--- config.mk ---
export PLATFORM = sky130hd
export DESIGN_NAME = capture_logger_flat
export DESIGN_NICKNAME = d
export VERILOG_FILES = /design/src/rtl/timer_pkg.sv /design/src/rtl/capture_logger_if.sv /design/src/rtl/capture_fifo.sv /design/src/rtl/capture_logger.sv /design/src/flat_wrapper.sv
export SDC_FILE = /design/constraint.sdc
export NUM_CORES = 1
export LEC_CHECK = 0
export CELL_PAD_IN_SITES_DETAIL_PLACEMENT = 0
export CELL_PAD_IN_SITES_GLOBAL_PLACEMENT = 1
export CORE_MARGIN = 4
export CORE_UTILIZATION = 34
export DETAILED_ROUTE_END_ITERATION = 6
export PLACE_DENSITY_LB_ADDON = 0.25
export SLEW_MARGIN = 40
export SYNTH_ARGS = -nofsm -noshare
export SYNTH_HDL_FRONTEND = slang
export SYNTH_SLANG_ARGS = --single-unit
--- constraint.sdc ---
create_clock -name clk_in -period 16.5 [get_ports clk_in]
set_input_delay 2.475 -clock clk_in [delete_from_list [all_inputs] [get_ports clk_in]]
set_output_delay 2.475 -clock clk_in [all_outputs]
set_load 0.03 [all_outputs]
--- src/rtl/timer_pkg.sv ---
`default_nettype none
//------------------------------------------------------------------------------
// Module   : timer_pkg
// Purpose  : Shared constants and types for the timer capture path.
//            c_cnt_w_default - default timer counter / captured value width
//            log_entry_t     - one capture log entry {first, value, delta}
// Revision : 1.0 - initial release
//------------------------------------------------------------------------------
package timer_pkg;

  localparam int c_cnt_w_default = 32;

  // first : entry is the first capture since reset/clear (delta forced to 0)
  // value : raw captured counter value
  // delta : value minus previous accepted value, modulo 2^width
  typedef struct packed {
    logic                       first;
    logic [c_cnt_w_default-1:0] value;
    logic [c_cnt_w_default-1:0] delta;
  } log_entry_t;

endpackage : timer_pkg
`default_nettype wire

--- src/rtl/capture_logger_if.sv ---
`default_nettype none
//------------------------------------------------------------------------------
// Module   : capture_logger_if
// Purpose  : Capture input, read-out handshake and status bundle of the
//            capture logger.
//            clear_in      - synchronous flush of FIFO, history and flags
//            cap_valid_in  - one-cycle strobe, new captured value
//            cap_value_in  - captured counter value
//            rd_valid_out  - head entry available
//            rd_ready_in   - consumer accepts head entry
//            rd_value_out  - head captured value
//            rd_delta_out  - head interval since previous accepted capture
//            rd_first_out  - head is first capture since reset/clear
//            level_out     - FIFO occupancy
//            overflow_out  - sticky, at least one capture dropped
//            drop_cnt_out  - dropped-capture count, saturating at 255
//            master: producer/consumer side, slave: logger side
// Revision : 1.0 - initial release
//------------------------------------------------------------------------------
interface capture_logger_if #(
  parameter int CNT_W = 32,
  parameter int DEPTH = 8
);

  logic                     clear_in;
  logic                     cap_valid_in;
  logic [CNT_W-1:0]         cap_value_in;
  logic                     rd_valid_out;
  logic                     rd_ready_in;
  logic [CNT_W-1:0]         rd_value_out;
  logic [CNT_W-1:0]         rd_delta_out;
  logic                     rd_first_out;
  logic [$clog2(DEPTH):0]   level_out;
  logic                     overflow_out;
  logic [7:0]               drop_cnt_out;

  modport master (
    output clear_in, cap_valid_in, cap_value_in, rd_ready_in,
    input  rd_valid_out, rd_value_out, rd_delta_out, rd_first_out,
           level_out, overflow_out, drop_cnt_out
  );

  modport slave (
    input  clear_in, cap_valid_in, cap_value_in, rd_ready_in,
    output rd_valid_out, rd_value_out, rd_delta_out, rd_first_out,
           level_out, overflow_out, drop_cnt_out
  );

endinterface : capture_logger_if
`default_nettype wire

--- src/rtl/capture_fifo.sv ---
`default_nettype none
//------------------------------------------------------------------------------
// Module   : capture_fifo
// Purpose  : Synchronous FIFO holding capture log entries.
//            clk       - clock
//            rst_n     - asynchronous active-low reset (pointers, level)
//            clear     - synchronous flush, wins over push/pop
//            push      - write push_data (ignored when full without pop)
//            push_data - entry to write
//            pop       - advance head (ignored when empty)
//            head_data - head entry, all-zero while empty
//            full      - level == DEPTH
//            empty     - level == 0
//            level     - registered occupancy
// Revision : 1.0 - initial release
//------------------------------------------------------------------------------
module capture_fifo
  import timer_pkg::*;
#(
  parameter int  DEPTH   = 8,
  parameter type ENTRY_T = log_entry_t
) (
  input  wire logic                   clk,
  input  wire logic                   rst_n,
  input  wire logic                   clear,
  input  wire logic                   push,
  input  wire ENTRY_T                 push_data,
  input  wire logic                   pop,
  output ENTRY_T                      head_data,
  output logic                        full,
  output logic                        empty,
  output logic [$clog2(DEPTH):0]      level
);

  localparam int c_addr_w = $clog2(DEPTH);
  localparam int c_lvl_w  = c_addr_w + 1;

  ENTRY_T               r_mem [DEPTH];
  logic [c_addr_w-1:0]  r_wr_ptr;
  logic [c_addr_w-1:0]  r_rd_ptr;
  logic [c_lvl_w-1:0]   r_level;

  logic w_full;
  logic w_empty;
  logic w_pop_ok;
  logic w_push_ok;

  assign w_full    = (r_level == c_lvl_w'(DEPTH));
  assign w_empty   = (r_level == '0);
  assign w_pop_ok  = pop && !w_empty;
  // When full, a same-cycle pop frees the slot the write lands in.
  assign w_push_ok = push && (!w_full || w_pop_ok);

  // Storage is not reset; gating the head with empty hides stale contents.
  always_ff @(posedge clk) begin
    if (w_push_ok && !clear) begin
      r_mem[r_wr_ptr] <= push_data;
    end
  end

  always_ff @(posedge clk or negedge rst_n) begin
    if (!rst_n) begin
      r_wr_ptr <= '0;
      r_rd_ptr <= '0;
      r_level  <= '0;
    end else if (clear) begin
      r_wr_ptr <= '0;
      r_rd_ptr <= '0;
      r_level  <= '0;
    end else begin
      if (w_push_ok) begin
        r_wr_ptr <= c_addr_w'(r_wr_ptr + 1'b1);
      end
      if (w_pop_ok) begin
        r_rd_ptr <= c_addr_w'(r_rd_ptr + 1'b1);
      end
      case ({w_push_ok, w_pop_ok})
        2'b10:   r_level <= c_lvl_w'(r_level + 1'b1);
        2'b01:   r_level <= c_lvl_w'(r_level - 1'b1);
        default: r_level <= r_level;
      endcase
    end
  end

  assign head_data = w_empty ? ENTRY_T'('0) : r_mem[r_rd_ptr];
  assign full      = w_full;
  assign empty     = w_empty;
  assign level     = r_level;

endmodule : capture_fifo
`default_nettype wire

--- src/rtl/capture_logger.sv ---
`default_nettype none
//------------------------------------------------------------------------------
// Module   : capture_logger
// Purpose  : Logs timer capture values with the interval to the previous
//            accepted capture into a FIFO, tracking dropped captures.
//            clk_in    - single clock for all state
//            rst_an_in - asynchronous active-low reset
//            bus       - capture_logger_if.slave (capture strobe/value,
//                        read handshake, level/overflow/drop status, clear)
// Revision : 1.0 - initial release
//------------------------------------------------------------------------------
module capture_logger
  import timer_pkg::*;
#(
  parameter int CNT_W = c_cnt_w_default,
  parameter int DEPTH = 8
) (
  input  wire logic         clk_in,
  input  wire logic         rst_an_in,
  capture_logger_if.slave   bus
);

  localparam int c_lvl_w = $clog2(DEPTH) + 1;

  generate
    if (DEPTH < 2 || (DEPTH & (DEPTH - 1)) != 0) begin : g_bad_depth
      $error("capture_logger: DEPTH must be a power of two and >= 2");
    end
  endgenerate

  // Same layout as log_entry_t but sized by this instance's CNT_W.
  typedef struct packed {
    logic             first;
    logic [CNT_W-1:0] value;
    logic [CNT_W-1:0] delta;
  } entry_t;

  logic [CNT_W-1:0]   r_prev;
  logic               r_first_armed;
  logic               r_overflow;
  logic [7:0]         r_drop_cnt;

  entry_t             w_push_entry;
  entry_t             w_head;
  logic               w_full;
  logic               w_empty;
  logic [c_lvl_w-1:0] w_level;
  logic               w_pop;
  logic               w_cap;
  logic               w_accept;
  logic               w_drop;

  assign w_pop    = !w_empty && bus.rd_ready_in;
  // A capture coincident with clear is discarded and not counted.
  assign w_cap    = bus.cap_valid_in && !bus.clear_in;
  assign w_accept = w_cap && (!w_full || w_pop);
  assign w_drop   = w_cap && w_full && !w_pop;

  // Unsigned subtraction wraps modulo 2^CNT_W, so a counter rollover
  // between captures still yields the true interval.
  always_comb begin
    w_push_entry       = '0;
    w_push_entry.first = r_first_armed;
    w_push_entry.value = bus.cap_value_in;
    w_push_entry.delta = r_first_armed ? '0 : (bus.cap_value_in - r_prev);
  end

  capture_fifo #(
    .DEPTH   (DEPTH),
    .ENTRY_T (entry_t)
  ) u_fifo (
    .clk       (clk_in),
    .rst_n     (rst_an_in),
    .clear     (bus.clear_in),
    .push      (w_accept),
    .push_data (w_push_entry),
    .pop       (w_pop),
    .head_data (w_head),
    .full      (w_full),
    .empty     (w_empty),
    .level     (w_level)
  );

  // History follows accepted pushes only; drops leave it untouched.
  always_ff @(posedge clk_in or negedge rst_an_in) begin
    if (!rst_an_in) begin
      r_prev        <= '0;
      r_first_armed <= 1'b1;
      r_overflow    <= 1'b0;
      r_drop_cnt    <= '0;
    end else if (bus.clear_in) begin
      r_prev        <= '0;
      r_first_armed <= 1'b1;
      r_overflow    <= 1'b0;
      r_drop_cnt    <= '0;
    end else begin
      if (w_accept) begin
        r_prev        <= bus.cap_value_in;
        r_first_armed <= 1'b0;
      end
      if (w_drop) begin
        r_overflow <= 1'b1;
        if (r_drop_cnt != 8'hFF) begin
          r_drop_cnt <= r_drop_cnt + 8'd1;
        end
      end
    end
  end

  assign bus.rd_valid_out = !w_empty;
  assign bus.rd_value_out = w_head.value;
  assign bus.rd_delta_out = w_head.delta;
  assign bus.rd_first_out = w_head.first;
  assign bus.level_out    = w_level;
  assign bus.overflow_out = r_overflow;
  assign bus.drop_cnt_out = r_drop_cnt;

endmodule : capture_logger
`default_nettype wire

--- src/flat_wrapper.sv ---
// flat-port wrapper written by rule: the top's interface ports become plain ports
module capture_logger_flat import timer_pkg::*;
#(
  parameter int CNT_W = c_cnt_w_default,
  parameter int DEPTH = 8
)
  (clk_in, rst_an_in, bus_clear_in, bus_cap_valid_in, bus_cap_value_in, bus_rd_ready_in, bus_rd_valid_out, bus_rd_value_out, bus_rd_delta_out, bus_rd_first_out, bus_level_out, bus_overflow_out, bus_drop_cnt_out);
  capture_logger_if #(.CNT_W(CNT_W), .DEPTH(DEPTH)) bus_i ();
  input  wire logic clk_in;
  input  wire logic rst_an_in;
  input wire logic [$bits(bus_i.clear_in)-1:0] bus_clear_in;
  input wire logic [$bits(bus_i.cap_valid_in)-1:0] bus_cap_valid_in;
  input wire logic [$bits(bus_i.cap_value_in)-1:0] bus_cap_value_in;
  input wire logic [$bits(bus_i.rd_ready_in)-1:0] bus_rd_ready_in;
  output wire logic [$bits(bus_i.rd_valid_out)-1:0] bus_rd_valid_out;
  output wire logic [$bits(bus_i.rd_value_out)-1:0] bus_rd_value_out;
  output wire logic [$bits(bus_i.rd_delta_out)-1:0] bus_rd_delta_out;
  output wire logic [$bits(bus_i.rd_first_out)-1:0] bus_rd_first_out;
  output wire logic [$bits(bus_i.level_out)-1:0] bus_level_out;
  output wire logic [$bits(bus_i.overflow_out)-1:0] bus_overflow_out;
  output wire logic [$bits(bus_i.drop_cnt_out)-1:0] bus_drop_cnt_out;
  assign bus_i.clear_in = bus_clear_in;
  assign bus_i.cap_valid_in = bus_cap_valid_in;
  assign bus_i.cap_value_in = bus_cap_value_in;
  assign bus_i.rd_ready_in = bus_rd_ready_in;
  assign bus_rd_valid_out = bus_i.rd_valid_out;
  assign bus_rd_value_out = bus_i.rd_value_out;
  assign bus_rd_delta_out = bus_i.rd_delta_out;
  assign bus_rd_first_out = bus_i.rd_first_out;
  assign bus_level_out = bus_i.level_out;
  assign bus_overflow_out = bus_i.overflow_out;
  assign bus_drop_cnt_out = bus_i.drop_cnt_out;
  capture_logger #(.CNT_W(CNT_W), .DEPTH(DEPTH)) u_core (.clk_in(clk_in), .rst_an_in(rst_an_in), .bus(bus_i));
endmodule
==> impl_metrics.csv <==
group,metric,value,unit
place,finalWeightedCongestion,0.7524,
sta,timing.max_slew.rel_slack,46.85,%
cts,root_buffer,"clkbuf_16",
route,detail_route.iter0.violations,865,
place,place_inst,2352,
global_route,grt_pass1_vias,13205,
logic_synthesis,syn-mean-instance-area,17.64,sq um
die,io_pins,116,
pwr,ir_drop,0.1611,mV
route,ant_nets,0,
layout,antenna_cells,0,
global_route,grt_pass1_wl,83940,microns
layout,fin_area,28390,sq um
cts,cts_buffers,66,
die,fp-row-count,96,
logic_synthesis,syn_area,23810,sq um
logic_synthesis,ys_types,58,
pwr,leakagePower,9.226,nW
sta,worstMarginPinSlew,797.3,ps
sta,period_share,36.82,%
worst_setup_path,endpoint_kind,"output pin",
route,drtPass1Iterations,5,
sta,period_needed,6075,ps
cts,htree_levels,3,
worst_setup_path,max_stage_delay,700,ps
cts,cts_tree,"yes",
worst_setup_path,path_class,"reg2out",
route,drc,0,
layout,final_common_cell,"edfxtp_1",
layout,layout-area-overhead-vs-synth,19.23,%
place,place_area,26210,sq um
route,vias,12413,
sta,hold_viol,0,
die,coreArea,69070,sq um
worst_setup_path,critical_path.max_fanout,46,
worst_setup_path,startpoint_type,"flop",
cts,cts_max_path_buffers,3,
cts,cts_num_sinks,572,
sta,fmax,164.6,MHz
layout,layout-drive-gt1-share,17.98,%
place,io_buffers,115,
layout,fin_util,41.11,%
worst_setup_path,cpMaxStageDelayCell,"dfrtp_4",
layout,layout_common_cells,"edfxtp_1 (520), mux4_2 (130), nor2_1 (124)",
sta,setup_slack,10420,ps
global_route,grt-ovfl-total,0,
die,die_y,272.6,microns
cts,clock_latency,590,ps
route,drt-wirelength-per-cell,22.27,microns
cts,cts_resized,0,
die,initial_core_util,34.48,%
cts,hold_buffers,0,
die,die_x,272.6,microns
global_route,grt_max_degree,66,
cts,cts_setup_buffers,0,
place,dp_hpwl,31720,microns
sta,report.final.slew_viol_count,0,
place,post-place-ws,10400,ps
route,via_per_inst,5.034,
logic_synthesis,synth_nets,1424,
job,maxCapViolCount,0,
global_route,track_usage,14.89,%
logic_synthesis,ys_async_sr_fraction,9.091,%
layout,final_cells,2466,
sta,setup_viol,0,
route,drt-total-wl,54920,microns
worst_setup_path,worstPathRequired,14030,ps
layout,final_nets,1563,
pwr,power_density,156.3,nW/um^2
logic_synthesis,yosysWarnings,0,
logic_synthesis,synth_enable_flop_cells,520,
worst_setup_path,path_cells,"buf_6, mux4_2, mux2i_1, nor2_1, clkdlybuf4s50_1",
sta,fin_tns_setup,0,ps
logic_synthesis,netlist_instances,1350,
cts,clkTransAtPathRegs,50,ps
min_path,hold_class,"reg2reg",
logic_synthesis,ys.flop_type,"edfxtp_1",
worst_setup_path,cp.arrival,3600,ps
sta,skew,22.13,ps
logic_synthesis,ys_seq_area_share,71.04,%
die,die_area,74340,sq um
outcome,status,"complete, no violations",
logic_synthesis,ys_ff_latch,572,
global_route,antenna_found_initial,1,
sta,rsz0062_at_grt,"false",
cell usage after synthesis (2+ instances only):
cell type  instances  area [sq um]
edfxtp_1         520         15610
mux4_2           130          2928
nor2_1           125         469.2
mux2i_1           67         670.6
nand2_1           64         240.2
dfrtp_1           51          1276
clkbuf_1          47         176.4
inv_1             40         150.1
ha_1              36         450.4
a21oi_1           30         150.1
o31ai_1           28         210.2
xor2_1            23         201.4
a21o_1            21         157.7
o21ai_0           21         105.1
buf_1             16         60.06
xnor2_1           16         140.1
nand3_1           14         70.07
nand2b_1          12         75.07
nor3_1            10         50.05
and3_1             8         50.05
buf_2              8         40.04
nor3b_1            5         37.54
nand4_1            4         25.02
a21oi_2            3         26.28
a311o_1            3         30.03
a311oi_1           3         26.28
nor2b_1            3         18.77
nor4_1             3         18.77
o211ai_1           3         22.52
a31o_2             2         17.52
a41oi_1            2         17.52
and2_1             2         12.51
and4_1             2         17.52
nand3b_1           2         15.01
nor4b_1            2         17.52
or3_1              2         12.51
final timing paths:
path | startpoint | to | slack (ps) | depth (start not counted)
max in group asynchronous | rst_an_in | u_core.u_fifo.r_rd_ptr[1] | 14100 | 2
setup / recovery | u_core.u_fifo.r_rd_ptr[0] | bus_rd_delta_out[16] | 10420 | 5
min in group asynchronous | rst_an_in | u_core.bus.drop_cnt_out[5] | 1940 | 2
hold reg to reg | u_core.r_prev[23] | u_core.r_prev[23] | 530 | 2
hold / removal | u_core.r_prev[23] | u_core.r_prev[23] | 530 | 2
setup reg to reg | u_core.u_fifo.level[0] | u_core.u_fifo.r_mem[7][23] | 13080 | 7
flip-flops by register name, indices dropped and copies added (netlist names):
name and count:
u_core.r_prev 32, u_core.u_fifo.r_wr_ptr 3, u_core.bus.overflow_out 1, u_core.r_first_armed 1, u_core.bus.drop_cnt_out 8, u_core.u_fifo.r_mem 520, u_core.u_fifo.level 4, u_core.u_fifo.r_rd_ptr 3
report_power, final:
part	leakage [nW]	switching, mW	internal (mW)	total, mW
clock	1.06	0.559	0.905	1.46
sequential	5.43	0.0464	1.66	1.71
combinational	2.74	0.726	0.540	1.27
critical path: cells and delay by family, from the launching register on:
kind / cells / cell delay (ps)
buf+inv: 2 / 1190
mux: 2 / 950
flops: 1 / 700
simple gates: 1 / 70
cell type report:
cell class	instances	area, sq um
fill	6223	40680
sequential	572	16930
inverter	41	153.9
tap	931	1165
clock buffer	84	1826
multi-input combinational	666	6529
timing repair buffer	142	1434
clock inverter	30	351.6
cells by family (layout without fill, tap and decap cells):
kind of cell | Yosys count | after routing | synth area share, %
XOR/XNOR | 39 | 39 | 1.434
multiplexers | 198 | 198 | 15.16
AND/OR/NAND/NOR | 261 | 261 | 4.829
AO/OA/AOI/OAI | 131 | 131 | 3.752
buffers and inverters | 112 | 297 | 1.807
flip-flops | 572 | 572 | 71.04
adder cells (fa/ha/maj) | 37 | 37 | 1.976
per-layer routing:
layer  share of wire (%)  vias to the layer above  global-route usage, %
met5               0.018                        -                      0
met4                 2.2                        2                  4.329
met3                 4.6                       71                  2.722
met2                  49                      243                  24.76
met1                  45                     6509                  20.16
li1                    -                     5588                      -
metrics by stage:
stage	total power [mW]	hold WS, ps
after floorplan	2.560	481.3
after global placement	3.013	496.7
after detailed placement	3.037	523.7
after CTS	4.517	531.3
after global routing	4.659	555.7
final	4.437	531.7
(Power assumes the default switching activity.)
